$ cat src/rtl/simplez_pkg.sv
// rtl/simplez_pkg.sv - SIMPLEZ opcodes, sequencer states and decode helpers
package simplez_pkg;

    localparam logic [2:0] OP_ST   = 3'd0;
    localparam logic [2:0] OP_LD   = 3'd1;
    localparam logic [2:0] OP_ADD  = 3'd2;
    localparam logic [2:0] OP_BR   = 3'd3;
    localparam logic [2:0] OP_BZ   = 3'd4;
    localparam logic [2:0] OP_CLR  = 3'd5;
    localparam logic [2:0] OP_DEC  = 3'd6;
    localparam logic [2:0] OP_HALT = 3'd7;

    typedef enum logic [2:0] {
        S_IDLE   = 3'd0,
        S_FETCH  = 3'd1,
        S_DECODE = 3'd2,
        S_OPER   = 3'd3,
        S_HALT   = 3'd4
    } state_t;

    // Opcodes that need a second memory access on the CD field
    function automatic logic is_mem_op(input logic [2:0] co);
        return (co == OP_ST) || (co == OP_LD) || (co == OP_ADD);
    endfunction

endpackage

$ cat src/rtl/simplez_alu.sv
// rtl/simplez_alu.sv - next-accumulator value and zero flag for SIMPLEZ
module simplez_alu
    import simplez_pkg::*;
#(
    parameter int DW = 12
) (
    input  logic [2:0]    i_op,
    input  logic [DW-1:0] i_ac,
    input  logic [DW-1:0] i_rdata,
    output logic [DW-1:0] o_ac_next,
    output logic          o_zero
);

    always_comb begin
        o_ac_next = i_ac;
        case (i_op)
            OP_LD:   o_ac_next = i_rdata;
            OP_ADD:  o_ac_next = i_ac + i_rdata;
            OP_CLR:  o_ac_next = '0;
            OP_DEC:  o_ac_next = i_ac - DW'(1);
            default: o_ac_next = i_ac;
        endcase
    end

    assign o_zero = (i_ac == '0);

endmodule

$ cat src/rtl/simplez_core.sv
// rtl/simplez_core.sv - SIMPLEZ datapath and sequencer on a ready/valid memory port
module simplez_core
    import simplez_pkg::*;
#(
    parameter int            AW       = 9,
    parameter logic [AW-1:0] RESET_PC = '0,
    localparam int           DW       = AW + 3
) (
    input  logic          clk,
    input  logic          rstn,
    input  logic          run,
    output logic [AW-1:0] mem_addr,
    output logic          mem_rd,
    output logic          mem_wr,
    output logic [DW-1:0] mem_wdata,
    input  logic [DW-1:0] mem_rdata,
    input  logic          mem_ready,
    output logic          halted,
    output logic [DW-1:0] ac_out,
    output logic [AW-1:0] pc_out
);

    state_t        r_state;
    state_t        w_state_nxt;
    logic [AW-1:0] r_pc;
    logic [DW-1:0] r_ri;
    logic [DW-1:0] r_ac;

    logic [2:0]    w_co;
    logic [AW-1:0] w_cd;
    logic [DW-1:0] w_ac_next;
    logic          w_ac_zero;
    logic          w_resume;

    assign w_co     = r_ri[DW-1:AW];
    assign w_cd     = r_ri[AW-1:0];
    assign w_resume = run;

    // One ALU serves both phases: CLR/DEC in DECODE, LD/ADD in OPER on mem_rdata
    simplez_alu #(.DW(DW)) u_alu (
        .i_op      (w_co),
        .i_ac      (r_ac),
        .i_rdata   (mem_rdata),
        .o_ac_next (w_ac_next),
        .o_zero    (w_ac_zero)
    );

    always_ff @(posedge clk) begin
        if (!rstn) begin
            r_state <= S_IDLE;
        end else begin
            r_state <= w_state_nxt;
        end
    end

    // Bus outputs decode from state/RI only; mem_ready steers next state alone
    always_comb begin
        w_state_nxt = r_state;
        mem_rd      = 1'b0;
        mem_wr      = 1'b0;
        mem_addr    = r_pc;
        halted      = 1'b0;
        case (r_state)
            S_IDLE: begin
                if (run) w_state_nxt = S_FETCH;
            end
            S_FETCH: begin
                mem_rd = 1'b1;
                if (mem_ready) w_state_nxt = S_DECODE;
            end
            S_DECODE: begin
                if (w_co == OP_HALT)     w_state_nxt = S_HALT;
                else if (is_mem_op(w_co)) w_state_nxt = S_OPER;
                else                     w_state_nxt = w_resume ? S_FETCH : S_IDLE;
            end
            S_OPER: begin
                mem_addr = w_cd;
                mem_wr   = (w_co == OP_ST);
                mem_rd   = (w_co != OP_ST);
                if (mem_ready) w_state_nxt = w_resume ? S_FETCH : S_IDLE;
            end
            S_HALT: begin
                halted = 1'b1;
            end
            default: w_state_nxt = S_IDLE;
        endcase
    end

    always_ff @(posedge clk) begin
        if (!rstn) begin
            r_pc <= RESET_PC;
            r_ri <= '0;
            r_ac <= '0;
        end else begin
            case (r_state)
                S_FETCH: begin
                    if (mem_ready) begin
                        r_ri <= mem_rdata;
                        r_pc <= r_pc + AW'(1);
                    end
                end
                S_DECODE: begin
                    case (w_co)
                        OP_BR:          r_pc <= w_cd;
                        OP_BZ:          if (w_ac_zero) r_pc <= w_cd;
                        OP_CLR, OP_DEC: r_ac <= w_ac_next;
                        default: ;
                    endcase
                end
                S_OPER: begin
                    if (mem_ready && (w_co != OP_ST)) r_ac <= w_ac_next;
                end
                default: ;
            endcase
        end
    end

    assign mem_wdata = r_ac;
    assign ac_out    = r_ac;
    assign pc_out    = r_pc;

endmodule

$ cat config.mk
export PLATFORM = sky130hd
export DESIGN_NAME = simplez_core
export DESIGN_NICKNAME = d
export VERILOG_FILES = /design/src/rtl/simplez_pkg.sv /design/src/rtl/simplez_alu.sv /design/src/rtl/simplez_core.sv
export SDC_FILE = /design/constraint.sdc
export NUM_CORES = 1
export LEC_CHECK = 0
export CAP_MARGIN = 20
export CORE_ASPECT_RATIO = 1.5
export CORE_MARGIN = 2
export CORE_UTILIZATION = 45
export DETAILED_ROUTE_END_ITERATION = 6
export PLACE_DENSITY = 0.72
export SKIP_CTS_REPAIR_TIMING = 1
export SYNTH_ARGS = -nofsm -noshare
export SYNTH_HDL_FRONTEND = slang
export SYNTH_SLANG_ARGS = --single-unit
$ cat constraint.sdc
create_clock -name clk -period 8.8 [get_ports clk]
set_input_delay 2.64 -clock clk [delete_from_list [all_inputs] [get_ports clk]]
set_output_delay 2.64 -clock clk [all_outputs]
set_load 0.02 [all_outputs]
Yosys cells after proc, flatten, opt, wreduce, memory -nomap -nowiden
Cells that the tools add are included.
{ "op_classes": {"addsub": 3, "eq_ne": 18, "mux": 19, "bitwise": 1, "reduce_logical": 14} }
{ "op_table": {"columns": ["operator", "count"], "rows": [
  ["one-hot mux 12 bit (4 select lines)", 1],
  ["one-hot mux 9 bit (2 select lines)", 2],
  ["two-way mux 9 bit", 3],
  ["two-way mux 12 bit", 2],
  ["one-hot mux 12 bit (2 select lines)", 1],
  ["equality test 3 bit, second input constant", 5],
  ["one-hot mux 3 bit (5 select lines)", 1],
  ["adder 12 bit", 1],
  ["equality test 3 x 2 -> 1 bit, second input constant", 4],
  ["zero test 12 bit", 1],
  ["two-way mux 3 bit", 4],
  ["subtractor 12 x 1 -> 12 bit, second input constant", 1],
  ["adder 9 x 1 -> 9 bit, second input constant", 1],
  ["!= test 2 bit, second input constant", 4],
  ["AND reduction 4 bit", 2],
  ["equality test 3 x 1 -> 1 bit, second input constant", 2],
  ["zero test 3 bit", 2],
  ["!= test 3 x 2 -> 1 bit, second input constant", 2],
  ["nonzero test 2 bit", 2],
  ["two-way mux 1 bit", 3],
  ["AND reduction 3 bit", 1],
  ["nonzero test 3 bit", 1],
  ["logical OR 1 bit", 2],
  ["two-way mux 2 bit", 1],
  ["other kinds (6)", 6]
]} }
{ "totals": {"reg_bits": 36, "in_bits": 16, "out_inout_bits": 45, "word_cells": 59} }

Logic depth before layout (Yosys ltp)
{ "logic_depth": {"ltp_word": 6, "ltp_mapped": 14, "mapped_depth_nobuf": 14} }

Hierarchy
A second synthesis with hierarchy kept.
{ "unflattened": {"cells_unflattened": 395, "hier_area_um2": 3025.4} }
{ "by_module_without_submodules": {"columns": ["mod", "instances", "cells_per_inst", "area_each_um2", "seq_area_each_um2"], "rows": [
  ["simplez_core", 1, 227, 1898.1, 720.7],
  ["simplez_alu", 1, 168, 1127.3, 0.0]
]} }

Least setup slack after synthesis
Ideal clock, no wire load.
{ "synth_path": {"path_kind": "input -> register", "start": "in mem_rdata[2]", "end": "reg r_ac[11], in the netlist ac_out[11]", "setup_time_ns": 0.074, "arrival_time_ns": 4.812, "required_time_ns": 8.726, "setup_slack_ns": 3.914, "cell_stages": 13, "path_buffers": 0, "path_cell_list": "nor4_4 > nand2b_1 > nor3_1 > xnor2_1 > nand2_1 > ha_1 > and3_1 > nand3_1 > a21oi_1 > mux2i_1 > nor3_1 > nand3b_1 > a31oi_1"} }
{ "synth_between": {"elab_chain_len": 4, "elab_cells_between_ends": 5, "classes_between": "add/sub (1); mux (4)"} }
{ "synth_rtl": {"columns": ["item", "line", "text"], "rows": [
  ["start, declared", "simplez_core.sv:16", "input logic [DW-1:0] mem_rdata,"],
  ["adder 12 bit *", "simplez_alu.sv:18", "OP_ADD: o_ac_next = i_ac + i_rdata;"],
  ["one-hot mux 12 bit (4 select lines) *", "simplez_alu.sv:16", "case (i_op)"],
  ["two-way mux 12 bit (on tied branches)", "simplez_core.sv:111, simplez_core.sv:103", null],
  ["one-hot mux 12 bit (2 select lines) *", "simplez_core.sv:95", "case (r_state)"],
  ["end signal, assigned", "simplez_core.sv:106", "OP_CLR, OP_DEC: r_ac <= w_ac_next;"],
  ["end signal, assigned", "simplez_core.sv:111", "if (mem_ready && (w_co != OP_ST)) r_ac <= w_ac_next;"],
  ["end, declared", "simplez_core.sv:27", "logic [DW-1:0] r_ac;"]
]} }
Mark *: on every way between the ends. The rest lies on a longest branch, timed or not. The select of a mux whose other input is x is not followed.
A chain may end at the register's enable or synchronous reset.

Final worst setup path
Ends and elaborated chain as after synthesis.

==> impl_metrics.env <==
export IMPL_io_buffers=60
export IMPL_route_vias_total=2772
export IMPL_finalSetupViolCount=0
export IMPL_cap_violations=0
export IMPL_synth_fp_nets=404
export IMPL_sw_frac_of_total_pct=29.2
export IMPL_finalSetupTns_ns=0
export IMPL_die_w_um=69.3
export IMPL_wl_per_cell_um=15.7
export IMPL_dieHeight_um=102
export IMPL_dieArea_um2=7060
export IMPL_clk_path_buf_depth=2
export IMPL_dp_hpwl_um=5620
export IMPL_ys_warnings_count=0
export IMPL_synth_ff_type="dfxtp_1"
export IMPL_crit_path_start="mem_rdata[2]"
export IMPL_period_share_pct=63.1
export IMPL_critPathKind="in2reg"
export IMPL_final_max_slew_viol_count=0
export IMPL_power_leakage_uw=0.00138
export IMPL_path_clk_slew_ns=0.08
export IMPL_crit_fanout=6
export IMPL_ys_seq_elements=36
export IMPL_grt_pass1_wl_um=13000
export IMPL_placementRows=35
export IMPL_slew_headroom_pct=22.5
export IMPL_layout_common_cells="clkdlybuf4s50_1, nand2_1, dfxtp_1, a21oi_1, nor2_1"
export IMPL_firstDrtPassIters=5
export IMPL_period_needed_ns=5.56
export IMPL_grt_use_total_pct=22.3
export IMPL_worstPathArrival_ns=5.77
export IMPL_place_congestion=0.927
export IMPL_end_kind="flop"
export IMPL_drtIter0Drc=140
export IMPL_cts_sinks=36
export IMPL_reg2reg_from="r_ri[9]"
export IMPL_clkPwrFrac_pct=36.1
export IMPL_area_growth_pct=22.0
export IMPL_p_seq_share_pct=42.9
export IMPL_tightest_slew_ns=1.16
export IMPL_antenna_cells=0
export IMPL_outcome="finished clean"
export IMPL_avgViaCountPerCell=5.75
export IMPL_synth_cell_types=59
export IMPL_fmax_ghz=0.180
export IMPL_grt_overflow=0
export IMPL_p_int_uw=287
export IMPL_synth_avg_cell_area_um2=7.82
export IMPL_syn_area_um2=2880
export IMPL_p_sw_uw=118
export IMPL_ir_drop_uv=62.3
export IMPL_cts_root_buf="clkbuf_8"
export IMPL_first_global_vias=2758
export IMPL_cp_required_ns=9.02
export IMPL_drt_wl_total_um=7580
export IMPL_grt_start_max_net_pins=33
export IMPL_ant_nets=0
export IMPL_async_flop_share_pct=0
export IMPL_ios=61
export IMPL_hold_class="reg2reg"
export IMPL_antenna_found_initial=0
export IMPL_initial_core_util_pct=46.6
export IMPL_drive_above_1_share_pct=7.84
export IMPL_h_tree_depth=2
export IMPL_power_frac_comb_pct=20.9
export IMPL_yosys_top_cells_area="dfxtp_1, ha_1, nand2_1"
export IMPL_core_region_area_um2=6170
export IMPL_synthCells=368
export IMPL_synth_top_area_share_pct=25.0
export IMPL_powerDensity_nw_per_um2=116
export IMPL_nets=443
export IMPL_reg2reg_slack_ns=5.33
export IMPL_min_delay_start="r_ri[6]"
export IMPL_insertion_delay_ns=0.29
export IMPL_fin_skew_ns=0.00743
export IMPL_fin_util_pct=56.9
export IMPL_mostFrequentLayoutCell="clkdlybuf4s50_1"
export IMPL_hold_viol=0
export IMPL_drc=0
export IMPL_synth_top_area_cell="dfxtp_1"
export IMPL_yosysSeqAreaShare_pct=25.0
export IMPL_grt_setup_unrepaired="false"
export IMPL_cts_tree="yes"
export IMPL_start_kind="input port"
export IMPL_synth_edff_count=0
export IMPL_cts_buffers=5
critical path: stages:
cell and delay, ns:
clkdlybuf4s50_1 0.58, nor4_4 0.45, nand2b_1 0.12, nor3_1 0.21, xnor2_1 0.16, nand2_1 0.08, ha_1 0.39, and3_1 0.25
nand3_1 0.09, a21oi_1 0.17, mux2i_1 0.24, nor3_1 0.08, nand3b_1 0.16, a31oi_1 0.18
synthesized netlist by cell type (all sizes together), types with 2 or more instances:
master / n
a211oi: 2
a21boi: 13
a21o: 3
a21oi: 29
a22oi: 5
a311oi: 2
a31oi: 6
a41oi: 2
and2: 5
and3: 5
buf: 19
clkbuf: 10
dfxtp: 36
ha: 19
inv: 15
mux2: 9
mux2i: 3
nand2: 55
nand2b: 10
nand3: 6
nand3b: 3
nand4: 2
nor2: 24
nor2b: 5
nor3: 9
nor3b: 5
nor4: 2
nor4b: 2
o211a: 4
o211ai: 4
o21ai: 22
o221a: 3
o221ai: 2
or2: 2
xnor2: 9
xor2: 6
metrics by stage:
step	setup slack, ns	total power (uW)	instances	area, um2	hold slack [ns]
CTS	3.30	409	482	3510	0.486
global placement	3.08	261	474	3400	0.466
detailed placement	3.01	262	474	3400	0.474
finish	3.24	406	482	3510	0.480
floorplan	3.91	235	368	2880	0.453
global route	3.01	426	482	3510	0.512
cells by family (layout without fill, tap and decap cells):
group           after synthesis  in the layout  share of synthesized area [%]
compound gates              105            105                           25.0
mux                          12             12                           4.57
xor+xnor                     15             15                           4.57
fa+ha+maj                    20             20                           8.96
flops                        36             36                           25.0
buf+inv                      44             84                           8.00
simple gates                136            136                           23.9
final timing paths:
check | to | cells after the start
max reg2reg | ac_out[6] | 13
min | r_ri[6] | 2
min reg2reg | r_ri[6] | 2
max | ac_out[11] | 14
layer usage:
metal,part of all wire (%),routed length [um],GRT usage (%)
met1,41,3110,24.2
met4,4.5,338,13.4
met3,3.6,276,2.96
met2,51,3850,41.3
met5,0,0,0
registers in the layout, summed over array words and instances, names as in the netlist:
register	cells
ac_out	12
pc_out	9
r_ri	12
r_state	3
power groups by stage:
stage	Clock [uW]	Sequential [uW]	Combinational (uW)
floorplan	0	175	60.3
global placement	0	178	83.1
detailed placement	0	178	84.3
CTS	150	174	84.7
global route	156	175	94.4
finish	147	174	84.9
layout make-up:
| class | count | area [um2] |
|---|---|---|
| sequential | 36 | 721 |
| inverter | 15 | 56.3 |
| timing repair buffer | 61 | 608 |
| fill | 572 | 2660 |
| multi-input combinational | 288 | 1930 |
| tap | 74 | 92.6 |
| clock inverter | 2 | 35.0 |
| clock buffer | 6 | 72.6 |
Note: power is estimated with default switching activity, not from simulation.
